[config.mk]
export PLATFORM = sky130hd
export DESIGN_NAME = xosera_bus_master
export DESIGN_NICKNAME = d
export VERILOG_FILES = /design/src/rtl/xosera_bus_pkg.sv /design/src/rtl/xosera_rr_arb2.sv /design/src/rtl/xosera_bus_master.sv
export SDC_FILE = /design/constraint.sdc
export NUM_CORES = 1
export LEC_CHECK = 0
export CAP_MARGIN = 30
export CORE_UTILIZATION = 40
export CTS_BUF_LIST = sky130_fd_sc_hd__clkbuf_16
export DETAILED_ROUTE_END_ITERATION = 12
export PLACE_DENSITY = 0.71
export SETUP_SLACK_MARGIN = 0.05
export SLEW_MARGIN = 20
export SYNTH_ARGS = -nofsm -noshare
export SYNTH_HDL_FRONTEND = slang
export SYNTH_SLANG_ARGS = --single-unit
[constraint.sdc]
create_clock -name clk -period 4 [get_ports clk]
set_input_delay 0.8 -clock clk [delete_from_list [all_inputs] [get_ports clk]]
set_output_delay 0.8 -clock clk [all_outputs]
set_load 0.005 [all_outputs]
[src/rtl/xosera_bus_pkg.sv]
// Shared types and constants for the Xosera 8-bit host bus sequencer.
package xosera_bus_pkg;

    typedef enum logic [2:0] {
        IDLE,
        SETUP,
        STROBE,
        HOLD,
        RESP
    } bus_state_t;

    typedef struct packed {
        logic        rd_nwr;
        logic [3:0]  reg_num;
        logic [15:0] wdata;
    } xreq_t;

    localparam logic BYTESEL_EVEN = 1'b0;
    localparam logic BYTESEL_ODD  = 1'b1;

    function automatic int max3(input int a, input int b, input int c);
        int m;
        m = (a > b) ? a : b;
        return (m > c) ? m : c;
    endfunction

endpackage

[src/rtl/xosera_rr_arb2.sv]
// Two-way round-robin arbiter; last_grant favours the other requester on a tie.
module xosera_rr_arb2 (
    input  logic       clk,
    input  logic       reset,
    input  logic       en,
    input  logic [1:0] valid,
    output logic [1:0] grant
);

    logic last_grant;

    always_comb begin
        grant = 2'b00;
        if (en) begin
            if (valid == 2'b11) grant = last_grant ? 2'b01 : 2'b10;
            else                grant = valid;
        end
    end

    always_ff @(posedge clk or posedge reset) begin
        if (reset)         last_grant <= 1'b1;
        else if (grant[0]) last_grant <= 1'b0;
        else if (grant[1]) last_grant <= 1'b1;
    end

endmodule

[src/rtl/xosera_bus_master.sv]
// Turns 16-bit register accesses from two requesters into paired byte cycles
// (even byte first) with programmable setup/strobe/hold on the Xosera host bus.
module xosera_bus_master
    import xosera_bus_pkg::*;
#(
    parameter int SETUP_CYC  = 1,
    parameter int STROBE_CYC = 2,
    parameter int HOLD_CYC   = 1
) (
    input  logic        clk,
    input  logic        reset,
    input  logic        req0_valid,
    output logic        req0_ready,
    input  logic        req0_rd_nwr,
    input  logic [3:0]  req0_reg,
    input  logic [15:0] req0_wdata,
    input  logic        req1_valid,
    output logic        req1_ready,
    input  logic        req1_rd_nwr,
    input  logic [3:0]  req1_reg,
    input  logic [15:0] req1_wdata,
    output logic        rsp_valid,
    output logic        rsp_src,
    output logic [15:0] rsp_rdata,
    output logic        busy,
    output logic        bus_cs_n,
    output logic        bus_rd_nwr,
    output logic [3:0]  bus_reg_num,
    output logic        bus_bytesel,
    output logic [7:0]  bus_data_o,
    input  logic [7:0]  bus_data_i,
    output logic        bus_data_oe
);

    localparam int PH_MAX = max3(SETUP_CYC, STROBE_CYC, HOLD_CYC);
    localparam int CNT_W  = $clog2(PH_MAX + 1);

    bus_state_t       state, state_next;
    logic [CNT_W-1:0] cnt;
    logic             phase_done;
    logic             byte_idx;
    xreq_t            txn, req_sel;
    logic             txn_src;
    logic [15:0]      rdata;
    logic [7:0]       data_last;
    logic [7:0]       byte_out;
    logic [1:0]       grant;
    logic             active;

    xosera_rr_arb2 u_arb (
        .clk   (clk),
        .reset (reset),
        .en    (state == IDLE && !reset),
        .valid ({req1_valid, req0_valid}),
        .grant (grant)
    );

    always_comb begin
        req_sel = grant[1] ? '{rd_nwr: req1_rd_nwr, reg_num: req1_reg, wdata: req1_wdata}
                           : '{rd_nwr: req0_rd_nwr, reg_num: req0_reg, wdata: req0_wdata};
    end

    always_comb begin
        phase_done = 1'b0;
        case (state)
            SETUP:   phase_done = (cnt == CNT_W'(SETUP_CYC - 1));
            STROBE:  phase_done = (cnt == CNT_W'(STROBE_CYC - 1));
            HOLD:    phase_done = (cnt == CNT_W'(HOLD_CYC - 1));
            default: phase_done = 1'b0;
        endcase
    end

    always_ff @(posedge clk or posedge reset) begin
        if (reset) state <= IDLE;
        else       state <= state_next;
    end

    always_comb begin
        state_next = state;
        case (state)
            IDLE:    if (|grant)    state_next = SETUP;
            SETUP:   if (phase_done) state_next = STROBE;
            STROBE:  if (phase_done) state_next = HOLD;
            HOLD:    if (phase_done) state_next = (byte_idx == BYTESEL_ODD) ? RESP : SETUP;
            RESP:    state_next = IDLE;
            default: state_next = IDLE;
        endcase
    end

    // Transaction registers, phase counter and read capture
    always_ff @(posedge clk or posedge reset) begin
        if (reset) begin
            cnt       <= '0;
            byte_idx  <= BYTESEL_EVEN;
            txn       <= '0;
            txn_src   <= 1'b0;
            rdata     <= '0;
            data_last <= '0;
        end else begin
            cnt <= (state_next != state) ? '0 : cnt + 1'b1;
            if (state == IDLE && |grant) begin
                txn      <= req_sel;
                txn_src  <= grant[1];
                byte_idx <= BYTESEL_EVEN;
                rdata    <= '0;
            end
            if (state == STROBE && phase_done && txn.rd_nwr) begin
                if (byte_idx == BYTESEL_EVEN) rdata[15:8] <= bus_data_i;
                else                          rdata[7:0]  <= bus_data_i;
            end
            if (state == HOLD && !txn.rd_nwr) data_last <= byte_out;
            if (state == HOLD && phase_done)  byte_idx  <= BYTESEL_ODD;
        end
    end

    // Idle bus keeps reg/bytesel/data from the last access, so no glitches reach Xosera
    always_comb begin
        active      = (state == SETUP) || (state == STROBE) || (state == HOLD);
        byte_out    = (byte_idx == BYTESEL_ODD) ? txn.wdata[7:0] : txn.wdata[15:8];
        bus_cs_n    = (state != STROBE);
        bus_rd_nwr  = active ? txn.rd_nwr : 1'b1;
        bus_data_oe = active && !txn.rd_nwr;
        bus_data_o  = bus_data_oe ? byte_out : data_last;
        bus_reg_num = txn.reg_num;
        bus_bytesel = byte_idx;
        rsp_valid   = (state == RESP);
        rsp_src     = txn_src;
        rsp_rdata   = (state == RESP && txn.rd_nwr) ? rdata : 16'h0000;
        busy        = (state != IDLE);
        req0_ready  = grant[0];
        req1_ready  = grant[1];
    end

endmodule

; Yosys cells after proc, flatten, opt, wreduce, memory -nomap -nowiden
; Index checks and enable logic that the tools add are counted.
[word_totals]
output_inout_bits = 37
register_bits = 53
[classes]
eq_ne = 8
n_mux = 24
add_sub_neg = 1
reduce_logical = 19
[ops]
columns = cell, count
row1 = $mux 16, 3
row2 = $mux 8, 4
row3 = $mux 21, 1
row4 = $mux 3, 5
row5 = $pmux 3 s4, 1
row6 = $logic_and 1x1->1, 8
row7 = $mux 2, 4
row8 = $eq 3x2->1 const B, 2
row9 = $mux 1, 5
row10 = $reduce_bool 2->1, 2
row11 = $reduce_or 2->1, 2
row12 = $eq 3x1->1 const B, 1
row13 = $eq 3x3->1 const B, 1
row14 = $logic_not 3->1, 1
row15 = $ne 3x2->1 const B, 1
row16 = $ne 3x3->1, 1
row17 = $reduce_bool 3->1, 1
row18 = $add 2x1->2 const B, 1
row19 = $eq 2x1->1 const B, 1
row20 = $eq 2x2->1 const B, 1
row21 = $logic_not 1->1, 2
row22 = $logic_not 2->1, 1
row23 = $logic_or 1x1->1, 2
row24 = $pmux 1 s2, 1

; Logic depth before layout (Yosys ltp)
; Gate-level depths: netlist (run 1).
[logic_depth]
word_depth = 8
depth_mapped = 7

; Modules after synthesis
; A second synthesis (run 1) with hierarchy kept.
[hier_totals]
cells_unflattened = 244
area_unflattened_um2 = 2788.9
[by_module_without_submodules]
columns = mod, seq_area_each_um2, cells_per_inst, n_inst, area_per_inst_um2
row1 = xosera_bus_master, 1301.2, 235, 1, 2722.6
row2 = xosera_rr_arb2, 26.3, 9, 1, 66.3

; Least setup slack after synthesis (run 1)
; OpenSTA, ideal clock, no wires.
[synth_timing]
path_kind = input port to output port
start = input reset
end = output req1_ready
slack_ps = 1561
cell_stages = 4
t_arrival_ps = 1639
path_buffers = 1
required_ps = 3200
path_cell_list = nor4_4 nand3_4 clkinv_4 buf_12
[synth_via]
elab_chain_len = 3
[synth_lines]
columns = element, line
row1 = start: declaration, xosera_bus_master.sv:11  ; input logic reset,
row2 = $logic_not 1->1 (no source line), -
row3 = $logic_and 1x1->1, xosera_bus_master.sv:53  ; .en (state == IDLE && !reset),
row4 = $mux 2, xosera_rr_arb2.sv:14  ; if (en) begin
row5 = end: declaration, xosera_bus_master.sv:18  ; output logic req1_ready,
; No other way between the ends.

; Worst setup path in the final report (run 1)
[layout_timing]
start = input reset
end = output req0_ready
[layout_via]
elab_chain_len = 3
[layout_lines]
columns = element, line
row1 = $logic_not 1->1 (no source line), -
row2 = $logic_and 1x1->1, xosera_bus_master.sv:53
row3 = $mux 2, xosera_rr_arb2.sv:14
row4 = end: declaration, xosera_bus_master.sv:13  ; output logic req0_ready,
; No other way between the ends.

==> metrics.md, run 1 <==
| Metric | Value |
|---|---|
| Syn Area/Cell | `10.08 sq um` |
| Top cells by area, synth | `dfrtp_1 (46%), a21oi_2 (12%), a22o_1 (5.0%)` |
| Gate Count Post-Synth | `278` |
| Hold Crit Depth | `1` |
| Max Clk Rate | `0.2878 GHz` |
| Root Buffer | `clkbuf_16` |
| Largest fanout on the critical path | `7` |
| H-tree depth | `2` |
| RSZ-0062 raised after global routing | `false` |
| Reg clk slew, reported paths | `0.06 ns` |
| MaxCap Viol Count | `0` |
| Synth Warn # | `0` |
| Antenna diodes | `0` |
| Final setup violation count | `0` |
| Worst path arrival time | `2.67 ns` |
| CTS sink cnt | `53` |
| Most numerous cell in the Yosys netlist | `dfrtp_1` |
| Post-CTS Setup Inserts | `0` |
| Largest family of logic cells by synthesized area | `compound AO/OA/AOI/OAI gates` |
| Cell area power density | `661.9 nW/um^2` |
| First-pass DRT Iterations | `4` |
| Crit-path slowest cell | `nor4_4` |
| Post-synthesis xor/xnor area fraction | `0.3125%` |
| Vias in the first global route | `2161` |
| Area of the multi-input gates | `1286 sq um` |
| Slew HR | `42.83%` |
| Post-synthesis mux area share | `2.857%` |
| Post-synth top area share | `46.43%` |
| ANT nets after route | `0` |
| Layout area overhead | `36.92%` |
| Number of port buffers | `90` |
| Placed instance count | `447` |
| Post-synth EDFFs | `0` |
| Pins over their slew limit | `0` |
| DR iter-0 viols | `87` |
| Worst-skew pair later-pin latency | `0.29 ns` |
| Wire per inst | `13.85 um` |
| CTS tree | `done` |
| Leakage power total | `1.626 nW` |
| Hold buffers post-CTS | `0` |
| Worst Path Required | `3.20 ns` |
| Asr flop ratio synth | `100.0%` |
| CP startpoint kind | `input port` |
| Total gr overflow | `0` |
| Yosys reg bits | `53` |
| IO Count | `91` |
| Die height | `85.71 um` |
| Full die area | `7345 sq um` |
| Vias | `2215` |
| Post-CTS sizing | `0` |
| DP Wirelength | `4.488 mm` |
| Total Wirelength | `6.301 mm` |
| Drt via density | `4.868` |
| Cell area after synthesis | `2803 sq um` |
| CP Cell Sequence | `clkdlybuf4s50_1 > nor4_4 > nand2_1 > a21oi_1 > clkdlybuf4s50_1` |
| Final Net Count | `414` |
| HP Class | `register to register` |
| Final hold vios | `0` |
| Total CTS buffers | `5` |
| Largest net degree at the start of global routing | `54` |
| GPL Wtd Cong | `0.7304` |
| Non-filler cells, final | `455` |
| Unique cell type count in the Yosys netlist | `38` |
| Post-synth top cells | `dfrtp_1 (52), a21oi_2 (38), nand2_1 (33), nor2_1 (33)` |
| Synth Flop Type | `dfrtp_1` |
| DRC | `0` |
| Synth Area in Compound Gates | `23.30%` |
| Setup TNS | `0 ns` |
| Final worst-path cycle share | `86.85%` |
| Initial Utilization | `41.25%` |
| Chip width | `85.71 um` |
| Critical path class | `input port to output port` |
| Gr usage total | `18.49%` |
| Initial antenna violation count | `0` |
| CTS max path bufs | `2` |
| Leading area contributor after synthesis | `dfrtp_1` |
| R2R depth | `4` |
| First-pass GRT wire length | `10.63 mm` |
| CP max stage delay | `0.57 ns` |
| Clock skew | `0.004229 ns` |
| Share of post-route cells with drive strength above 1 | `16.43%` |
| Crit path time final | `3.474 ns` |
| Crit end category | `output port` |
| Most numerous cell on the critical path | `clkdlybuf4s50_1` |
| Worst-Margin Slew | `0.8537 ns` |
| Status | `completed` |
| Sequential fraction of the synthesis area | `47.37%` |
| Core box area | `6794 sq um` |
| Fraction of the mapped netlist area in adder cells | `0.8929%` |
| Row count | `30` |
| # fillers | `615` |
| VDD IR-drop max | `0.3027 mV` |
| Simple-gate area share of the yosys netlist | `18.53%` |
| Syn nets | `334` |
| Storage cell area | `1328 sq um` |
placed cells by master (no fill, tap or decap), drive strengths merged, types with 2 or more instances in the layout:
cell | Yosys | layout
dfrtp | 52 | 52
mux2i | 8 | 8
a21oi | 55 | 55
o21ai | 11 | 11
clkdlybuf4s50 | 0 | 90
and2 | 17 | 17
a22o | 16 | 16
nor3 | 3 | 3
nand2b | 3 | 3
nor2 | 34 | 34
ha | 2 | 2
inv | 7 | 7
clkinv | 1 | 4
nor3b | 2 | 2
clkbuf | 4 | 5
nand2 | 33 | 33
nor2b | 2 | 2
buf | 16 | 3
or3 | 2 | 2
metrics by stage:
| step | setup WS (ns) | instance area [sq um] | power, mW | utilization (%) | hold WS [ns] |
|---|---|---|---|---|---|
| 2_1_floorplan | 1.561 | 2803 | 1.723 | - | 0.4428 |
| 6_report | 0.5259 | 3837 | 2.540 | 56.48 | 0.4712 |
| 4_1_cts | 0.5137 | 3837 | 2.567 | 56.48 | 0.4721 |
| 3_5_place_dp | 0.5284 | 3695 | 2.141 | 54.38 | 0.4632 |
| 3_3_place_gp | 0.6103 | 3692 | 2.108 | 54.35 | 0.4579 |
| 5_1_grt | 0.4153 | 3837 | 2.737 | 56.48 | 0.4925 |
worst max-delay path, delay by kind of cell:
kind	cells	cell delay [ns]
and+or+nand+nor	2	0.67
AOI/OAI and AO/OA	1	0.17
buffers and inverters	2	1.04
state kept, by name (all words and copies together), names as in the netlist:
signal and count:
txn 17, rsp_src 1, data_last 8, u_arb.last_grant 1, bus_reg_num 4, state 3, cnt 2, bus_bytesel 1
rdata 16
final timing paths:
kind                                               to  slack (ns)                from
max                                        req0_ready        0.53               reset
min                                  cnt[0]$_DFF_PP0_        0.47    cnt[0]$_DFF_PP0_
max reg2reg                        rdata[6]$_DFF_PP0_        1.95  state[0]$_DFF_PP0_
min reg2reg                          cnt[0]$_DFF_PP0_        0.47    cnt[0]$_DFF_PP0_
max in group asynchronous     bus_bytesel$_DFFE_PP0P_        2.50               reset
min in group asynchronous  bus_reg_num[3]$_DFFE_PP0P_        1.06               reset
power by group:
group / leakage [nW] / total, mW / switching [mW] / internal, mW
logic: 0.919 / 1.16 / 0.550 / 0.606
registers: 0.636 / 0.968 / 0.189 / 0.779
clock network: 0.0712 / 0.416 / 0.187 / 0.230
total: 1.63 / 2.54 / 0.925 / 1.61
area by class of cell:
class	count	area share (%)
flip-flops and latches	53	34.59
multi-input cells	197	33.52
repair buffers	93	24.06
clock buffers	5	3.261
well taps	96	3.130
inverters	8	0.9782
clock inverters	3	0.4565
metal layers:
layer	GRT usage (%)	part of all wire, %
met1	25.72	48
met3	3.946	5.0
met5	0	0
met4	5.000	1.1
met2	29.45	46
kinds of logic (layout without fill, tap and decap cells):
logic type	Yosys count	in the layout
buffers and inverters	28	109
AOI/OAI and AO/OA	86	86
xor gates and xnor gates	1	1
muxes	8	8
DFF	53	53
and+or+nand+nor	100	100
adders and majority gates	2	2
(Power assumes the default switching activity.)
==> run 2, diff against run 1 <==
--- a/config.mk
+++ b/config.mk
@@ -9,9 +9,10 @@
 export CORE_UTILIZATION = 40
 export CTS_BUF_LIST = sky130_fd_sc_hd__clkbuf_16
 export DETAILED_ROUTE_END_ITERATION = 12
-export PLACE_DENSITY = 0.71
+export MAX_ROUTING_LAYER = met4
+export PLACE_DENSITY = 0.74
 export SETUP_SLACK_MARGIN = 0.05
-export SLEW_MARGIN = 20
+export SLEW_MARGIN = 0
 export SYNTH_ARGS = -nofsm -noshare
 export SYNTH_HDL_FRONTEND = slang
 export SYNTH_SLANG_ARGS = --single-unit
==> constraint.sdc (replaced) <==
create_clock -name clk -period 2.9 [get_ports clk]
set_input_delay 0.58 -clock clk [delete_from_list [all_inputs] [get_ports clk]]
set_output_delay 0.58 -clock clk [all_outputs]
set_load 0.005 [all_outputs]
==> run 2 against run 1 <==
Compared with the run above: largest power group unchanged; count of clock-buffer cells in the layout is the same; die area stayed put; non-clock buffer count is 6 higher; wire length up 2.0%; sequential share of layout area down 0.53 points; largest cell class unchanged.
==> metrics.md, run 2 (synthesis results as in run 1) <==
| Metric | Value |
|---|---|
| Antenna diodes | `0 (unchanged)` |
| Status | `completed (unchanged)` |
| H-tree depth | `2 (unchanged)` |
| Vias in the first global route | `2248 (was 2161)` |
| Leakage power total | `1.661 nW (was 1.626 nW)` |
| Worst-skew pair later-pin latency | `0.29 ns (about the same)` |
| Total Wirelength | `6.424 mm (was 6.301 mm)` |
| Slew HR | `43.40% (was 42.83%)` |
| Drt via density | `4.855 (was 4.868)` |
| GPL Wtd Cong | `0.7907 (was 0.7304)` |
| Initial Utilization | `41.25% (unchanged)` |
| CTS max path bufs | `2 (unchanged)` |
| Max Clk Rate | `0.3714 GHz` |
| Largest fanout on the critical path | `3 (was 7)` |
| CTS tree | `done (unchanged)` |
| Final setup violation count | `0 (unchanged)` |
| Combinational share of power | `46.9% (was 45.5%)` |
| Wire per inst | `13.93 um (was 13.85 um)` |
| Final WS setup | `0.2074 ns (was 0.5259 ns)` |
| CTS sink cnt | `53 (unchanged)` |
| Full die area | `7345 sq um (unchanged)` |
| ANT nets after route | `0 (unchanged)` |
| Total CTS buffers | `5 (unchanged)` |
| Reg clk slew, reported paths | `0.07 ns (was 0.06 ns)` |
| Gr usage total | `19.60% (was 18.49%)` |
| Cell-internal power | `2.265 mW (was 1.615 mW)` |
| MaxCap Viol Count | `0 (unchanged)` |
| First-pass GRT wire length | `11.06 mm (was 10.63 mm)` |
| Share of post-route cells with drive strength above 1 | `18.08% (was 16.43%)` |
| Final hold vios | `0 (unchanged)` |
| Max FFs per register | `17 (unchanged)` |
| Crit path time final | `2.693 ns` |
| First-pass DRT Iterations | `4 (unchanged)` |
| Biggest register | `txn (unchanged)` |
| Hold buffers post-CTS | `0 (unchanged)` |
| Worst slack, placed | `0.07349 ns (was 0.5284 ns)` |
| Layout area overhead | `39.06% (was 36.92%)` |
| HP Class | `register to register (unchanged)` |
| Cell area power density | `912.3 nW/um^2 (was 661.9 nW/um^2)` |
| Die height | `85.71 um (unchanged)` |
| Final worst-path cycle share | `92.85%` |
| Clock skew | `0.002729 ns (was 0.004229 ns)` |
| Crit end category | `output port (unchanged)` |
| Initial antenna violation count | `0 (unchanged)` |
| DRC | `0 (unchanged)` |
| Worst path arrival time | `2.11 ns (was 2.67 ns)` |
| Worst-Margin Slew | `0.8453 ns (was 0.8537 ns)` |
| Worst Path Required | `2.32 ns (was 3.20 ns)` |
| CP startpoint kind | `input port (unchanged)` |
| Most common cell after layout, fill and taps aside | `clkdlybuf4s50_1 (unchanged)` |
| Core box area | `6794 sq um (unchanged)` |
| Total gr overflow | `0 (unchanged)` |
| Clock power frac | `16.2% (was 16.4%)` |
| Seq pwr share | `36.9% (was 38.1%)` |
| Root Buffer | `clkbuf_16 (unchanged)` |
| IO Count | `91 (unchanged)` |
| RSZ-0062 raised after global routing | `false (unchanged)` |
| Final Net Count | `420 (was 414)` |
| Most frequent cells in the layout | `clkdlybuf4s50_1 (90), dfrtp_1 (52), a21oi_2 (38) (unchanged)` |
| Chip width | `85.71 um (unchanged)` |
| Switching power | `1.291 mW (was 0.9253 mW)` |
| Top Registers | `txn x17, rdata x16, data_last x8 (unchanged)` |
| Vias | `2238 (was 2215)` |
| DP Wirelength | `4.774 mm (was 4.488 mm)` |
| Switching share of power | `36.30% (was 36.43%)` |
| Setup TNS | `0 ns (unchanged)` |
| Hold WS | `0.4799 ns (was 0.4712 ns)` |
| Largest net degree at the start of global routing | `36 (was 54)` |
| VDD IR-drop max | `0.4183 mV (was 0.3027 mV)` |
| Critical path class | `input port to output port (unchanged)` |
| Row count | `30 (unchanged)` |
| Pins over their slew limit | `0 (unchanged)` |
| DR iter-0 viols | `81 (was 87)` |
| Number of port buffers | `90 (unchanged)` |
-- run 2: final timing paths --
kind,depth (start not counted),slack [ns],to,from
max in group asynchronous,3,1.62,u_arb.last_grant$_DFFE_PP1P_,reset
max,5,0.21,req0_ready,reset
max reg2reg,5,0.93,rdata[14]$_DFF_PP0_,state[2]$_DFF_PP0_
min reg2reg,1,0.48,cnt[0]$_DFF_PP0_,cnt[0]$_DFF_PP0_
min in group asynchronous,2,0.71,bus_reg_num[3]$_DFFE_PP0P_,reset
min,1,0.48,cnt[0]$_DFF_PP0_,cnt[0]$_DFF_PP0_
-- run 2: power by group through the flow --
| stage | logic (mW) | clock network (mW) | registers (mW) |
|---|---|---|---|
| 2_1_floorplan | 1.15 | 0 | 1.23 |
| 3_3_place_gp | 1.63 | 0 | 1.31 |
| 3_5_place_dp | 1.68 | 0 | 1.32 |
| 4_1_cts | 1.69 | 0.589 | 1.31 |
| 5_1_grt | 1.86 | 0.623 | 1.35 |
| 6_report | 1.67 | 0.576 | 1.31 |
-- run 2: critical path, stage by stage --
cell	delay (ns)
clkdlybuf4s50_1	0.48
nor4_4	0.28
nand2_1	0.09
a21oi_1	0.16
clkdlybuf4s50_1	0.53
-- run 2: timing repair --
| item | in CTS | in global routing |
|---|---|---|
| hold endpoints to repair | 0 | 0 |
| buffers inserted | 0 | 0 |
| resized for setup | 0 | 1 |
| setup endpoints to repair | 0 | 9 |
-- run 2: final cells by class --
class                      instances  area [sq um]
clock buffer                       5         125.1
timing repair buffer              99         980.9
clock inverter                     3         17.52
tap                               96         120.1
inverter                           8         35.03
sequential                        53          1328
multi-input combinational        197          1291
fill                             614          2897
-- run 2: layer usage --
layer	vias to the layer above	GRT usage, %	wire [um]
met5	-	-	0
met1	1055	26.19	3021
met2	62	30.55	2981
met3	7	3.561	313
met4	0	5.909	107
li1	1114	-	-
-- run 2: through the flow --
step / power [mW] / instance area (sq um) / instances / utilization (%)
final: 3.556 / 3897 / 461 / 57.37
after CTS: 3.586 / 3892 / 461 / 57.29
after global placement: 2.941 / 3750 / 453 / 55.19
after global routing: 3.837 / 3897 / 461 / 57.37
after floorplan: 2.376 / 2803 / 278 / -
after detailed placement: 2.998 / 3750 / 453 / 55.19
==> run 3, diff against run 2 <==
--- a/config.mk
+++ b/config.mk
@@ -5,7 +5,7 @@
 export SDC_FILE = /design/constraint.sdc
 export NUM_CORES = 1
 export LEC_CHECK = 0
-export CAP_MARGIN = 30
+export CAP_MARGIN = 5
 export CORE_UTILIZATION = 40
 export CTS_BUF_LIST = sky130_fd_sc_hd__clkbuf_16
 export DETAILED_ROUTE_END_ITERATION = 12
==> constraint.sdc (replaced) <==
create_clock -name clk -period 2.34 [get_ports clk]
set_input_delay 0.468 -clock clk [delete_from_list [all_inputs] [get_ports clk]]
set_output_delay 0.468 -clock clk [all_outputs]
set_load 0.005 [all_outputs]
==> run 3 against run 2 <==
Compared with the run above: sequential power increased by 23%; total power increased by 36%; cell count increased by 4.3%; sequential share of layout area decreased by 2.4 points; critical endpoint is now rsp_rdata[5]; die area unchanged; first-iteration DRC count increased by 60%; wire length increased by 11%; setup slack got worse by 0.088 ns; global-route usage increased by 1.2 points; highest routed layer unchanged; clock power increased by 66%; critical path depth decreased by 1; count of clock-buffer cells in the layout unchanged; largest power group unchanged.
==> metrics.md, run 3 (synthesis results as in run 1) <==
| Metric | Value |
|---|---|
| Max FFs per register | `17 (unchanged)` |
| Slew HR | `61.57% (was 43.40%)` |
| Final setup violation count | `0 (unchanged)` |
| Placed instance count | `463 (was 453)` |
| Initial antenna violation count | `0 (unchanged)` |
| Final WS setup | `0.1193 ns (was 0.2074 ns)` |
| Setup TNS | `0 ns (unchanged)` |
| Clock skew | `0.007743 ns (was 0.002729 ns)` |
| Reg clk slew, reported paths | `0.07 ns (about the same)` |
| DR WL met3 | `352 um (was 313 um)` |
| CTS sink cnt | `53 (unchanged)` |
| Met2 wire length | `3.526 mm (was 2.981 mm)` |
| Worst-skew pair later-pin latency | `0.29 ns (about the same)` |
| CTS tree | `done (unchanged)` |
| Largest net degree at the start of global routing | `29 (was 36)` |
| Row count | `30 (unchanged)` |
| CP startpoint kind | `register (was input port)` |
| Power, Total | `4.834 mW (was 3.556 mW)` |
| Biggest register | `txn (unchanged)` |
| Crit path time final | `2.221 ns` |
| H-tree depth | `2 (unchanged)` |
| Pins over their slew limit | `0 (unchanged)` |
| Max Clk Rate | `0.4503 GHz` |
| Flop2flop setup slack | `0.26 ns (was 0.93 ns)` |
| Cell area power density | `1154 nW/um^2 (was 912.3 nW/um^2)` |
| Crit end category | `output port (unchanged)` |
| Worst slack, placed | `-0.2231 ns (was 0.07349 ns)` |
| DR iter-0 viols | `130 (was 81)` |
| Drt via density | `5.067 (was 4.855)` |
| Initial Utilization | `41.25% (unchanged)` |
| Total Wirelength | `7.100 mm (was 6.424 mm)` |
| Core box area | `6794 sq um (unchanged)` |
| Non-filler cells, final | `481 (was 461)` |
| Final Net Count | `440 (was 420)` |
| Most frequent cells in the layout | `clkdlybuf4s50_1 (63), dfrtp_1 (51), a21oi_2 (39) (was clkdlybuf4s50_1 (90), dfrtp_1 (52), a21oi_2 (38))` |
| Leakage power total | `2.134 nW (was 1.661 nW)` |
| Most common cell after layout, fill and taps aside | `clkdlybuf4s50_1 (unchanged)` |
| RSZ-0062 raised after global routing | `false (unchanged)` |
| Antenna diodes | `0 (unchanged)` |
| Layout area overhead | `49.51% (was 39.06%)` |
| Full die area | `7345 sq um (unchanged)` |
| HP Class | `input port to asynchronous set/reset pin (was register to register)` |
| Wire per inst | `14.76 um (was 13.93 um)` |
| Largest fanout on the critical path | `6 (was 3)` |
| VDD IR-drop max | `0.5297 mV (was 0.4183 mV)` |
| Total gr overflow | `0 (unchanged)` |
| Final hold vios | `0 (unchanged)` |
| Worst-Margin Slew | `0.5764 ns (was 0.8453 ns)` |
| CTS max path bufs | `2 (unchanged)` |
| Final worst-path cycle share | `94.90%` |
| First-pass GRT wire length | `11.49 mm (was 11.06 mm)` |
| Root Buffer | `clkbuf_16 (unchanged)` |
| Hold WS | `0.4201 ns (was 0.4799 ns)` |
| Gr usage total | `20.80% (was 19.60%)` |
| First-pass DRT Iterations | `4 (unchanged)` |
| Final core utilization | `61.68% (was 57.37%)` |
| Die height | `85.71 um (unchanged)` |
| Top Registers | `txn x17, rdata x16, data_last x8 (unchanged)` |
| Worst path arrival time | `1.75 ns (was 2.11 ns)` |
| Top sig layer | `met4 (unchanged)` |
| Share of post-route cells with drive strength above 1 | `25.19% (was 18.08%)` |
| DP Wirelength | `4.884 mm (was 4.774 mm)` |
| Fin area | `4190 sq um (was 3897 sq um)` |
| Worst Path Required | `1.87 ns (was 2.32 ns)` |
| Status | `completed (unchanged)` |
| ANT nets after route | `0 (unchanged)` |
| Total CTS buffers | `5 (unchanged)` |
| Cell Area, Placed | `3825 sq um (was 3750 sq um)` |
| Critical path class | `register to output port (was input port to output port)` |
| Vias in the first global route | `2424 (was 2248)` |
| Chip width | `85.71 um (unchanged)` |
| Number of port buffers | `90 (unchanged)` |
| MaxCap Viol Count | `0 (unchanged)` |
| WL met1 | `3.152 mm (was 3.021 mm)` |
| DRC | `0 (unchanged)` |
| # fillers | `578 (was 614)` |
| Vias | `2437 (was 2238)` |
| GPL Wtd Cong | `0.7439 (was 0.7907)` |
| IO Count | `91 (unchanged)` |
-- run 3: changes by cell type in the layout (fill, tap and decap cells not counted), sizes merged, moves of 3 or more --
cell	previous run	this run
clkdlybuf4s50	90	63
dlymetal6s2s	0	23
buf	9	26
clkinv	4	1
-- run 3: report_power, final --
part	leakage, nW	internal, mW	switching, mW	total (mW)
Clock	0.0944	0.617	0.341	0.958
Sequential	0.635	1.33	0.278	1.61
Combinational	1.41	1.17	1.10	2.27
Total	2.13	3.12	1.71	4.83
-- run 3: final timing paths --
path                                           endpoint  depth (start not counted)               start
max in group asynchronous  u_arb.last_grant$_DFFE_PP1P_                          3               reset
hold / removal                      rsp_src$_DFFE_PP0P_                          3               reset
setup / recovery                           rsp_rdata[5]                          4  state[0]$_DFF_PP0_
hold reg to reg                        cnt[0]$_DFF_PP0_                          1    cnt[0]$_DFF_PP0_
min in group clk                       cnt[0]$_DFF_PP0_                          1    cnt[0]$_DFF_PP0_
setup reg to reg                     txn[8]$_DFFE_PP0P_                         10  state[0]$_DFF_PP0_
-- run 3: cell type report --
| cell class | count | area (sq um) | share of cell area [%] |
|---|---|---|---|
| Multi-Input combinational cell | 200 | 1355 | 32.34 |
| Sequential cell | 53 | 1329 | 31.71 |
| Timing Repair Buffer | 116 | 1157 | 27.62 |
| Clock buffer | 5 | 125.1 | 2.986 |
| Tap cell | 96 | 120.1 | 2.867 |
| Clock inverter | 3 | 68.82 | 1.642 |
| Inverter | 8 | 35.03 | 0.8361 |
-- run 3: per-layer routing --
metal / vias up / GRT usage, %
met1: 1189 / 27.04
met5: - / -
met4: 0 / 7.121
met3: 6 / 4.427
li1: 1164 / -
met2: 78 / 32.44
-- run 3: critical path, stage by stage, from the launching register on --
cell	delay, ns
dfrtp_1	0.42
nor2_4	0.20
and3_4	0.23
and2_1	0.12
clkdlybuf4s50_1	0.49
-- run 3: repair_timing --
item,4_1_cts,5_1_grt
pin swaps,3,3
hold buffers,0,0
buffers inserted,1,6
endpoints found under the setup margin,28,24
gates cloned,1,2
resized for setup,10,36
endpoints found under the hold margin,0,0
